===== config.mk =====
export PLATFORM = sky130hd
export DESIGN_NAME = ysyx_23060332_lsu_flat
export DESIGN_NICKNAME = d
export VERILOG_FILES = /design/src/rtl/ysyx_23060332_lsu_if.sv /design/src/rtl/ysyx_23060332_lsu.sv /design/src/flat_wrapper.sv
export SDC_FILE = /design/constraint.sdc
export NUM_CORES = 1
export LEC_CHECK = 0
export CORE_AREA = 4 4 123 125
export CTS_BUF_LIST = sky130_fd_sc_hd__clkbuf_8
export CTS_CLUSTER_DIAMETER = 60
export DETAILED_ROUTE_END_ITERATION = 10
export DIE_AREA = 0 0 127 129
export PLACE_DENSITY = 0.84
export SYNTH_ARGS = -nofsm -noshare
export SYNTH_HDL_FRONTEND = slang
export SYNTH_SLANG_ARGS = --single-unit

===== constraint.sdc =====
create_clock -name clk -period 3.9 [get_ports clk]
set_input_delay 0.78 -clock clk [delete_from_list [all_inputs] [get_ports clk]]
set_output_delay 0.78 -clock clk [all_outputs]
set_load 0.02 [all_outputs]

===== src/rtl/ysyx_23060332_lsu_if.sv =====
// Load/store unit bus: execute-stage request, memory-stage strobes and writeback response.
`timescale 1ns/1ps
interface ysyx_23060332_lsu_if #(
    parameter int unsigned ADDR_W = 32
);
    logic              in_valid;
    logic              in_ready;
    logic              in_load;
    logic              in_store;
    logic [2:0]        in_funct3;
    logic [ADDR_W-1:0] in_addr;
    logic [31:0]       in_wdata;

    logic              mem_wen;
    logic [ADDR_W-1:0] mem_waddr;
    logic [31:0]       mem_wdata;
    logic [7:0]        mem_wmask;
    logic              mem_ren;
    logic [ADDR_W-1:0] mem_raddr;
    logic [31:0]       mem_rdata;

    logic              out_valid;
    logic              out_ready;
    logic [31:0]       out_rdata;
    logic              out_err;

    // Environment side: execute stage, memory stage and writeback together.
    modport master (
        output in_valid, in_load, in_store, in_funct3, in_addr, in_wdata,
        output mem_rdata, out_ready,
        input  in_ready, mem_wen, mem_waddr, mem_wdata, mem_wmask,
        input  mem_ren, mem_raddr, out_valid, out_rdata, out_err
    );

    modport slave (
        input  in_valid, in_load, in_store, in_funct3, in_addr, in_wdata,
        input  mem_rdata, out_ready,
        output in_ready, mem_wen, mem_waddr, mem_wdata, mem_wmask,
        output mem_ren, mem_raddr, out_valid, out_rdata, out_err
    );
endinterface


===== src/rtl/ysyx_23060332_lsu.sv =====
// RV32 load/store unit: one request in flight, lane alignment on stores,
// fixed-latency read sampling and sign/zero extension on loads.
`timescale 1ns/1ps
module ysyx_23060332_lsu #(
    parameter int unsigned ADDR_W = 32,
    parameter int unsigned RD_LAT = 1
) (
    input logic                clk,
    input logic                rst_n,
    ysyx_23060332_lsu_if.slave bus
);
    localparam logic [1:0] S_IDLE      = 2'd0;
    localparam logic [1:0] S_STORE     = 2'd1;
    localparam logic [1:0] S_LOAD_WAIT = 2'd2;
    localparam logic [1:0] S_RESP      = 2'd3;
    localparam int unsigned CNT_W = 3;

    logic [1:0]        state_q, state_n;
    logic [CNT_W-1:0]  cnt_q, cnt_n;
    logic [1:0]        off_q, off_n;
    logic [2:0]        f3_q, f3_n;

    logic              in_ready_q, in_ready_n;
    logic              mem_wen_q, mem_wen_n;
    logic              mem_ren_q, mem_ren_n;
    logic [ADDR_W-1:0] mem_waddr_q, mem_waddr_n;
    logic [ADDR_W-1:0] mem_raddr_q, mem_raddr_n;
    logic [31:0]       mem_wdata_q, mem_wdata_n;
    logic [7:0]        mem_wmask_q, mem_wmask_n;
    logic              out_valid_q, out_valid_n;
    logic [31:0]       out_rdata_q, out_rdata_n;
    logic              out_err_q, out_err_n;

    logic              accept;
    logic              req_err;
    logic [1:0]        req_off;
    logic [ADDR_W-1:0] req_word_addr;
    logic [3:0]        st_mask;
    logic [31:0]       ld_word;
    logic [31:0]       ld_ext;

    // Request decode and load-result extraction.
    always_comb begin
        req_off       = bus.in_addr[1:0];
        req_word_addr = {bus.in_addr[ADDR_W-1:2], 2'b00};
        accept        = bus.in_valid & in_ready_q;

        req_err = 1'b0;
        if (bus.in_load & bus.in_store) begin
            req_err = 1'b1;
        end else if (bus.in_load | bus.in_store) begin
            case (bus.in_funct3)
                3'd0, 3'd4: req_err = bus.in_store & (bus.in_funct3 == 3'd4);
                3'd1, 3'd5: req_err = req_off[0] | (bus.in_store & (bus.in_funct3 == 3'd5));
                3'd2:       req_err = (req_off != 2'd0);
                default:    req_err = 1'b1;
            endcase
        end

        case (bus.in_funct3)
            3'd0:    st_mask = 4'b0001 << req_off;
            3'd1:    st_mask = 4'b0011 << req_off;
            default: st_mask = 4'b1111;
        endcase

        ld_word = bus.mem_rdata >> {off_q, 3'b000};
        case (f3_q)
            3'd0:    ld_ext = {{24{ld_word[7]}}, ld_word[7:0]};
            3'd1:    ld_ext = {{16{ld_word[15]}}, ld_word[15:0]};
            3'd4:    ld_ext = {24'd0, ld_word[7:0]};
            3'd5:    ld_ext = {16'd0, ld_word[15:0]};
            default: ld_ext = ld_word;
        endcase
    end

    // Next-state and next-output logic; memory strobes default low every cycle.
    always_comb begin
        state_n     = state_q;
        cnt_n       = cnt_q;
        off_n       = off_q;
        f3_n        = f3_q;
        mem_wen_n   = 1'b0;
        mem_ren_n   = 1'b0;
        mem_wmask_n = 8'h00;
        mem_waddr_n = mem_waddr_q;
        mem_raddr_n = mem_raddr_q;
        mem_wdata_n = mem_wdata_q;
        out_valid_n = out_valid_q;
        out_rdata_n = out_rdata_q;
        out_err_n   = out_err_q;

        case (state_q)
            S_IDLE: begin
                if (accept) begin
                    off_n = req_off;
                    f3_n  = bus.in_funct3;
                    if (req_err || !(bus.in_load || bus.in_store)) begin
                        state_n     = S_RESP;
                        out_valid_n = 1'b1;
                        out_rdata_n = 32'd0;
                        out_err_n   = req_err;
                    end else if (bus.in_store) begin
                        state_n     = S_STORE;
                        mem_wen_n   = 1'b1;
                        mem_waddr_n = req_word_addr;
                        mem_wdata_n = bus.in_wdata << {req_off, 3'b000};
                        mem_wmask_n = {4'b0000, st_mask};
                    end else begin
                        state_n     = S_LOAD_WAIT;
                        mem_ren_n   = 1'b1;
                        mem_raddr_n = req_word_addr;
                        cnt_n       = '0;
                    end
                end
            end
            S_STORE: begin
                state_n     = S_RESP;
                out_valid_n = 1'b1;
                out_rdata_n = 32'd0;
                out_err_n   = 1'b0;
            end
            S_LOAD_WAIT: begin
                // cnt counts cycles since the read strobe; data is valid at RD_LAT.
                if (cnt_q == CNT_W'(RD_LAT)) begin
                    state_n     = S_RESP;
                    out_valid_n = 1'b1;
                    out_rdata_n = ld_ext;
                    out_err_n   = 1'b0;
                end else begin
                    cnt_n = cnt_q + CNT_W'(1);
                end
            end
            S_RESP: begin
                if (bus.out_ready) begin
                    state_n     = S_IDLE;
                    out_valid_n = 1'b0;
                end
            end
            default: state_n = S_IDLE;
        endcase

        in_ready_n = (state_n == S_IDLE);
    end

    always_ff @(posedge clk or negedge rst_n) begin
        if (!rst_n) begin
            state_q     <= S_IDLE;
            cnt_q       <= '0;
            off_q       <= 2'd0;
            f3_q        <= 3'd0;
            in_ready_q  <= 1'b1;
            mem_wen_q   <= 1'b0;
            mem_ren_q   <= 1'b0;
            mem_waddr_q <= '0;
            mem_raddr_q <= '0;
            mem_wdata_q <= 32'd0;
            mem_wmask_q <= 8'h00;
            out_valid_q <= 1'b0;
            out_rdata_q <= 32'd0;
            out_err_q   <= 1'b0;
        end else begin
            state_q     <= state_n;
            cnt_q       <= cnt_n;
            off_q       <= off_n;
            f3_q        <= f3_n;
            in_ready_q  <= in_ready_n;
            mem_wen_q   <= mem_wen_n;
            mem_ren_q   <= mem_ren_n;
            mem_waddr_q <= mem_waddr_n;
            mem_raddr_q <= mem_raddr_n;
            mem_wdata_q <= mem_wdata_n;
            mem_wmask_q <= mem_wmask_n;
            out_valid_q <= out_valid_n;
            out_rdata_q <= out_rdata_n;
            out_err_q   <= out_err_n;
        end
    end

    assign bus.in_ready  = in_ready_q;
    assign bus.mem_wen   = mem_wen_q;
    assign bus.mem_ren   = mem_ren_q;
    assign bus.mem_waddr = mem_waddr_q;
    assign bus.mem_raddr = mem_raddr_q;
    assign bus.mem_wdata = mem_wdata_q;
    assign bus.mem_wmask = mem_wmask_q;
    assign bus.out_valid = out_valid_q;
    assign bus.out_rdata = out_rdata_q;
    assign bus.out_err   = out_err_q;
endmodule


===== src/flat_wrapper.sv =====
// flat-port wrapper written by rule: the top's interface ports become plain ports
module ysyx_23060332_lsu_flat 
#(
    parameter int unsigned ADDR_W = 32,
    parameter int unsigned RD_LAT = 1
)
  (clk, rst_n, bus_in_valid, bus_in_load, bus_in_store, bus_in_funct3, bus_in_addr, bus_in_wdata, bus_mem_rdata, bus_out_ready, bus_in_ready, bus_mem_wen, bus_mem_waddr, bus_mem_wdata, bus_mem_wmask, bus_mem_ren, bus_mem_raddr, bus_out_valid, bus_out_rdata, bus_out_err);
  ysyx_23060332_lsu_if #(.ADDR_W(ADDR_W)) bus_i ();
  input logic clk;
  input logic rst_n;
  input wire logic [$bits(bus_i.in_valid)-1:0] bus_in_valid;
  input wire logic [$bits(bus_i.in_load)-1:0] bus_in_load;
  input wire logic [$bits(bus_i.in_store)-1:0] bus_in_store;
  input wire logic [$bits(bus_i.in_funct3)-1:0] bus_in_funct3;
  input wire logic [$bits(bus_i.in_addr)-1:0] bus_in_addr;
  input wire logic [$bits(bus_i.in_wdata)-1:0] bus_in_wdata;
  input wire logic [$bits(bus_i.mem_rdata)-1:0] bus_mem_rdata;
  input wire logic [$bits(bus_i.out_ready)-1:0] bus_out_ready;
  output wire logic [$bits(bus_i.in_ready)-1:0] bus_in_ready;
  output wire logic [$bits(bus_i.mem_wen)-1:0] bus_mem_wen;
  output wire logic [$bits(bus_i.mem_waddr)-1:0] bus_mem_waddr;
  output wire logic [$bits(bus_i.mem_wdata)-1:0] bus_mem_wdata;
  output wire logic [$bits(bus_i.mem_wmask)-1:0] bus_mem_wmask;
  output wire logic [$bits(bus_i.mem_ren)-1:0] bus_mem_ren;
  output wire logic [$bits(bus_i.mem_raddr)-1:0] bus_mem_raddr;
  output wire logic [$bits(bus_i.out_valid)-1:0] bus_out_valid;
  output wire logic [$bits(bus_i.out_rdata)-1:0] bus_out_rdata;
  output wire logic [$bits(bus_i.out_err)-1:0] bus_out_err;
  assign bus_i.in_valid = bus_in_valid;
  assign bus_i.in_load = bus_in_load;
  assign bus_i.in_store = bus_in_store;
  assign bus_i.in_funct3 = bus_in_funct3;
  assign bus_i.in_addr = bus_in_addr;
  assign bus_i.in_wdata = bus_in_wdata;
  assign bus_i.mem_rdata = bus_mem_rdata;
  assign bus_i.out_ready = bus_out_ready;
  assign bus_in_ready = bus_i.in_ready;
  assign bus_mem_wen = bus_i.mem_wen;
  assign bus_mem_waddr = bus_i.mem_waddr;
  assign bus_mem_wdata = bus_i.mem_wdata;
  assign bus_mem_wmask = bus_i.mem_wmask;
  assign bus_mem_ren = bus_i.mem_ren;
  assign bus_mem_raddr = bus_i.mem_raddr;
  assign bus_out_valid = bus_i.out_valid;
  assign bus_out_rdata = bus_i.out_rdata;
  assign bus_out_err = bus_i.out_err;
  ysyx_23060332_lsu #(.ADDR_W(ADDR_W), .RD_LAT(RD_LAT)) u_core (.clk(clk), .rst_n(rst_n), .bus(bus_i));
endmodule

==> Yosys cells after proc, flatten, opt, wreduce, memory -nomap -nowiden <==
Cells that the tools add are included.
{ "word_totals": {"ff_bits": 147, "in_bits": 105, "output_inout_bits": 141, "wordCells": 104} }
{ "classes": {"addsub": 1, "n_eq_ne": 18, "shift": 4, "n_mux": 41, "bitwise": 8, "n_reduce_logical": 18} }
{ "op_table": {"columns": ["cell", "n"], "rows": [
  ["$pmux W32 S4", 1],
  ["$mux W32", 3],
  ["$pmux W32 S3", 1],
  ["$shl A32 B5 Y32", 1],
  ["$shr A32 B5 Y32", 1],
  ["$mux W8", 3],
  ["$mux W1", 17],
  ["$reduce_and A4 Y1", 4],
  ["$eq A3 B3 Y1 const B", 4],
  ["$mux W3", 4],
  ["$mux W2", 5],
  ["$eq A3 B1 Y1 const B", 3],
  ["$ne A2 B2 Y1 const B", 4],
  ["$pmux W2 S4", 1],
  ["$pmux W4 S2", 1],
  ["$logic_not A3 Y1", 2],
  ["$ne A2 B1 Y1 const B", 3],
  ["$pmux W1 S3", 2],
  ["$pmux W3 S2", 1],
  ["$reduce_and A5 Y1", 1],
  ["$and A1 B1 Y1", 4],
  ["$eq A2 B2 Y1 const B", 2],
  ["$logic_not A2 Y1", 2],
  ["$mux W4", 1],
  ["other kinds (14)", 19]
]} }

==> Depth between registers and ports, before layout <==
{ "depth": {"depth_word": 11, "depth_mapped": 9, "mapped_depth_nobuf": 6} }

==> Worst setup path after synthesis <==
No wires, ideal clock.
{ "synth_timing": {"kind": "input port to flip-flop", "startpoint": "input port bus_in_addr[0]", "endpoint": "register u_core.mem_waddr_q[2] (netlist: u_core.bus.mem_waddr[2])", "setup_ns": 0.125, "t_arrival_ns": 2.355, "t_required_ns": 3.775, "path_slack_ns": 1.421, "path_stages": 7, "n_path_buf": 3, "path_cell_list": "buf_6 > nor4_2 > nor2_1 > nor4_2 > buf_2 > buf_6 > mux2_2"} }
{ "synth_via": {"elab_chain_cells": 7, "elab_cells_between_ends": 8, "cone_classes": "3 x mux; 2 x bitwise; 3 x reduce/logical"} }
{ "synth_lines": {"columns": ["element", "line", "source"], "rows": [
  ["start: declaration", "flat_wrapper.sv:15", "input wire logic [$bits(bus_i.in_addr)-1:0] bus_in_addr;"],
  ["$reduce_bool A2 Y1 / $or A1 B1 Y1 (equally long branches)", "ysyx_23060332_lsu.sv:55, ysyx_23060332_lsu.sv:54", null],
  ["$pmux W1 S3 *", "ysyx_23060332_lsu.sv:52", "case (bus.in_funct3)"],
  ["$mux W1 *", "ysyx_23060332_lsu.sv:51", "end else if (bus.in_load | bus.in_store) begin"],
  ["$mux W1 *", "ysyx_23060332_lsu.sv:49", "if (bus.in_load & bus.in_store) begin"],
  ["$logic_or A1 B1 Y1 *", "ysyx_23060332_lsu.sv:97", "if (req_err || !(bus.in_load || bus.in_store)) begin"],
  ["$not A1 Y1 (no source line) *", null, null],
  ["$reduce_and A4 Y1 (no source line) *", null, null],
  ["end signal: assignment", "ysyx_23060332_lsu.sv:169", "mem_waddr_q <= mem_waddr_n;"],
  ["end: declaration", "ysyx_23060332_lsu.sv:26", "logic [ADDR_W-1:0] mem_waddr_q, mem_waddr_n;"]
]} }
Mark *: on every way between the ends. The rest lies on a longest branch, timed or not.
A chain may end at the register's enable or synchronous reset.

==> Worst setup path after layout <==
{ "layout_timing": {"startpoint": "register u_core.state_q[0]", "endpoint": "register u_core.mem_raddr_q[17] (netlist: u_core.bus.mem_raddr[17])"} }
{ "layout_via": {"elab_chain_cells": 2} }
{ "layout_lines": {"columns": ["element", "line", "source"], "rows": [
  ["start: declaration", "ysyx_23060332_lsu.sv:18", "logic [1:0] state_q, state_n;"],
  ["start signal: assignment", "ysyx_23060332_lsu.sv:162", "state_q <= state_n;"],
  ["$logic_not A2 Y1", "ysyx_23060332_lsu.sv:92", "case (state_q)"],
  ["$reduce_and A4 Y1 (no source line)", null, null],
  ["end signal: assignment", "ysyx_23060332_lsu.sv:170", "mem_raddr_q <= mem_raddr_n;"],
  ["end: declaration", "ysyx_23060332_lsu.sv:27", "logic [ADDR_W-1:0] mem_raddr_q, mem_raddr_n;"]
]} }
Every way passes these cells.

==> metrics.md <==
| Metric | Value |
|---|---|
| Fin. max-slew vios | 0 |
| Placed Cells incl. Taps | 959 |
| CP endpoint kind | register |
| Fin cells | 991 |
| RePlAce Congestion | 0.859 |
| Pwr Density | ~670 nW/um^2 |
| Number of diodes | 0 |
| Mapped Cells | about 580 |
| # setup viols final | 0 |
| Final worst slack | 0.995 ns |
| Synth Flop Type | dfrtp_1 |
| Outcome | finished, final reports clean |
| Count leader, synth | dfrtp_1 |
| Worst Hold Class | in2async |
| Int Pwr | 3950 uW |
| Antenna Nets Post-Route | 0 |
| Drt drc | 0 |
| GRT Overall Usage | 24.1% |
| Ports | 246 |
| Setup bufs post-CTS | 0 |
| Slew headroom | 24.3% |
| Max Cap Viol | 0 |
| Post-layout nets | 909 |
| Maximum vdd drop | 0.403 mV |
| Die height | 129 um |
| Sequential fraction of the synthesis area | between 50% and 60% |
| NetSw | between 2000 and 3000 uW |
| Grt total ovfl | 0 |
| Synth async-reset ratio | 100% |
| Pin count of the biggest net entering global routing | 95 |
| Rows | 43 |
| Post-synth design cell area | 6950 sq um |
| Core area | 13900 sq um |
| Syn-to-layout area delta | 40.3% |
| Tmin final | 2.91 ns |
| Total negative slack | 0 ns |
| First-pass GRT wire length | 31100 um |
| CTS H-tree lvls | 4 |
| Clock sinks | 143 |
| Commonest cells in the netlist | dfrtp_1, mux2_2, nand2_1 |
| CTS tree | built |
| Root Buffer | clkbuf_8 |
| Setup CP Type | reg2reg |
| Via count | 5515 |
| Yosys top cell area share | slightly above 50% |
| Syn. warnings | 0 |
| Sw Ratio | 39.6% |
| Count of routing violations after the opening detailed-route iteration | 350 |
| Port bufs | ~240 |
| Clock skew | ~0.010 ns |
| Area of the multi-input gates | just over 3000 sq um |
| CP max FO | 24 |
| Post-CTS sizing | 0 |
| Vias in the first global route | slightly below 6000 |
| Drt first pass iters | 5 |
| Pre-CTS WS | 0.611 ns |
| Clock power frac | between 10% and 20% |
| Achievable Freq | 0.344 GHz |
| CTS max path bufs | 2 |
| Critical path required time | 4.24 ns |
| Die area | 16400 sq um |
| CTS Buf Count | 17 |
| Chip width | 127 um |
| Worst-Margin Slew | 1.14 ns |
| Worst setup SP type | register |
| Mean post-synth cell area | roughly 12 sq um |
| Unique masters post-synth | 52 |
| Final Hold Viols | 0 |
| Worst path arrival time | roughly 3.2 ns |
| Hold buffer count at CTS | 0 |
| Logic pwr share | 46.5% |
| Initial antenna violation count | 0 |
| EDFF count, synth | 0 |
| Clk_lat worst skew | 0.45 ns |
| WL final | 19600 um |
| Hold slack final | between 0.4 and 0.5 ns |
| Yosys top cell by area | dfrtp_1 |
| Register bit total from synthesis | 143 |
| Total power | 6540 uW |
| Starting Density | 50.0% |
| Sequential cell area | around 3600 sq um |
| WL/cell | around 20 um |
| Clk slew on worst S/H paths | approximately 0.08 ns |
| LEAKAGE | 0.00429 uW |
| Part of the power in registers | 36.4% |
| RSZ-0062 raised after global routing | false |
| Layout cells sized above 1 | 17.0% |
| Vias per Instance | 5.57 |
| Period utilization | 74.5% |
| Dpl hpwl | 14500 um |
| Ranking of synthesized cells by area | dfrtp_1, mux2_2, mux2i_1 |
| Fillcell total | 1051 |
-- logic make-up after synthesis --
family          count (synthesis)  share of synthesized area (%)
flops                         143                           51.5
mux                           134                           21.1
buf+inv                        66                           4.97
other cells                     1                         0.0540
fa+ha+maj                       6                           1.08
compound gates                121                           13.7
simple gates                  105                           7.53
-- registers in the layout, indices dropped and copies added (netlist names) --
name / flops
u_core.f3_q: 3
u_core.bus.mem_wmask: 4
u_core.bus.mem_wdata: 32
u_core.bus.out_rdata: 32
u_core.bus.mem_waddr: 30
u_core.bus.out_err: 1
u_core.bus.out_valid: 1
u_core.bus.mem_ren: 1
u_core.bus.mem_wen: 1
u_core.state_q: 2
u_core.bus.in_ready: 1
u_core.off_q: 2
u_core.cnt_q: 3
u_core.bus.mem_raddr: 30
-- worst paths after layout --
check | start | endpoint | slack [ns] | cells after the start
worst min-delay path | rst_n | u_core.bus.out_rdata[30]$_DFFE_PN0P_ | 0.41 | 1
worst min register to register | u_core.bus.mem_waddr[10]$_DFFE_PN0P_ | u_core.bus.mem_waddr[10]$_DFFE_PN0P_ | 0.49 | 1
max in group asynchronous | rst_n | u_core.bus.out_rdata[13]$_DFFE_PN0P_ | 2.72 | 2
worst max-delay path | u_core.state_q[0]$_DFF_PN0_ | u_core.bus.mem_raddr[17]$_DFFE_PN0P_ | 0.99 | 6
min in group clk | u_core.bus.mem_waddr[10]$_DFFE_PN0P_ | u_core.bus.mem_waddr[10]$_DFFE_PN0P_ | 0.49 | 1
worst max register to register | u_core.state_q[0]$_DFF_PN0_ | u_core.bus.mem_raddr[17]$_DFFE_PN0P_ | 0.99 | 6
-- metal layers --
layer	wire (um)	vias up	GRT usage [%]
met5	0	-	0
met4	411	0	8.52
met3	1440	26	7.56
met2	10200	199	41.7
met1	7460	2760	28.4
li1	-	2530	-
-- through the flow --
step                utilization, %  instance area [sq um]
floorplan                        -                   6970
global placement              67.5                   9370
detailed placement            67.5                   9370
CTS                           70.2                   9740
global route                  70.2                   9740
finish                        70.2                   9740
-- cell type report --
cell class                      count  share of cell area, %
Timing Repair Buffer              247                   25.2
Clock inverter                     15                   1.40
Clock buffer                       17                   2.40
Tap cell                          180                   2.31
Multi-Input combinational cell    374                   31.4
Sequential cell                   143                   36.7
Inverter                           15                  0.578
-- power groups by stage --
stage	sequential (uW)	combinational [uW]	clock, uW
2_1_floorplan	2760	1300	0
5_1_grt	2440	3250	1210
6_report	2380	3040	1120
3_3_place_gp	2360	2970	0
4_1_cts	2370	3070	1140
3_5_place_dp	2400	3050	0
-- cell usage in the layout, fill, tap and decap left out, types with 5 or more instances in the layout --
cell type / n
buf_4: 9
inv_6: 5
ha_1: 6
inv_1: 16
conb_1: 8
o21ai_0: 21
nand2_1: 46
a32o_1: 23
a21oi_1: 18
mux2i_1: 43
o2bb2ai_1: 15
a211oi_1: 11
clkdlybuf4s50_1: 235
clkbuf_8: 17
nor2_1: 16
nor2b_1: 22
a211o_1: 9
dfrtp_1: 142
mux2_2: 87
-- worst max-delay path: stages, from the launching register on --
cell and delay [ns]:
dfrtp_1 0.44, inv_1 0.16, ha_1 0.48, nand3_1 0.43
a211o_1 0.61, buf_4 0.36, mux2_2 0.31
(Power assumes the default switching activity.)
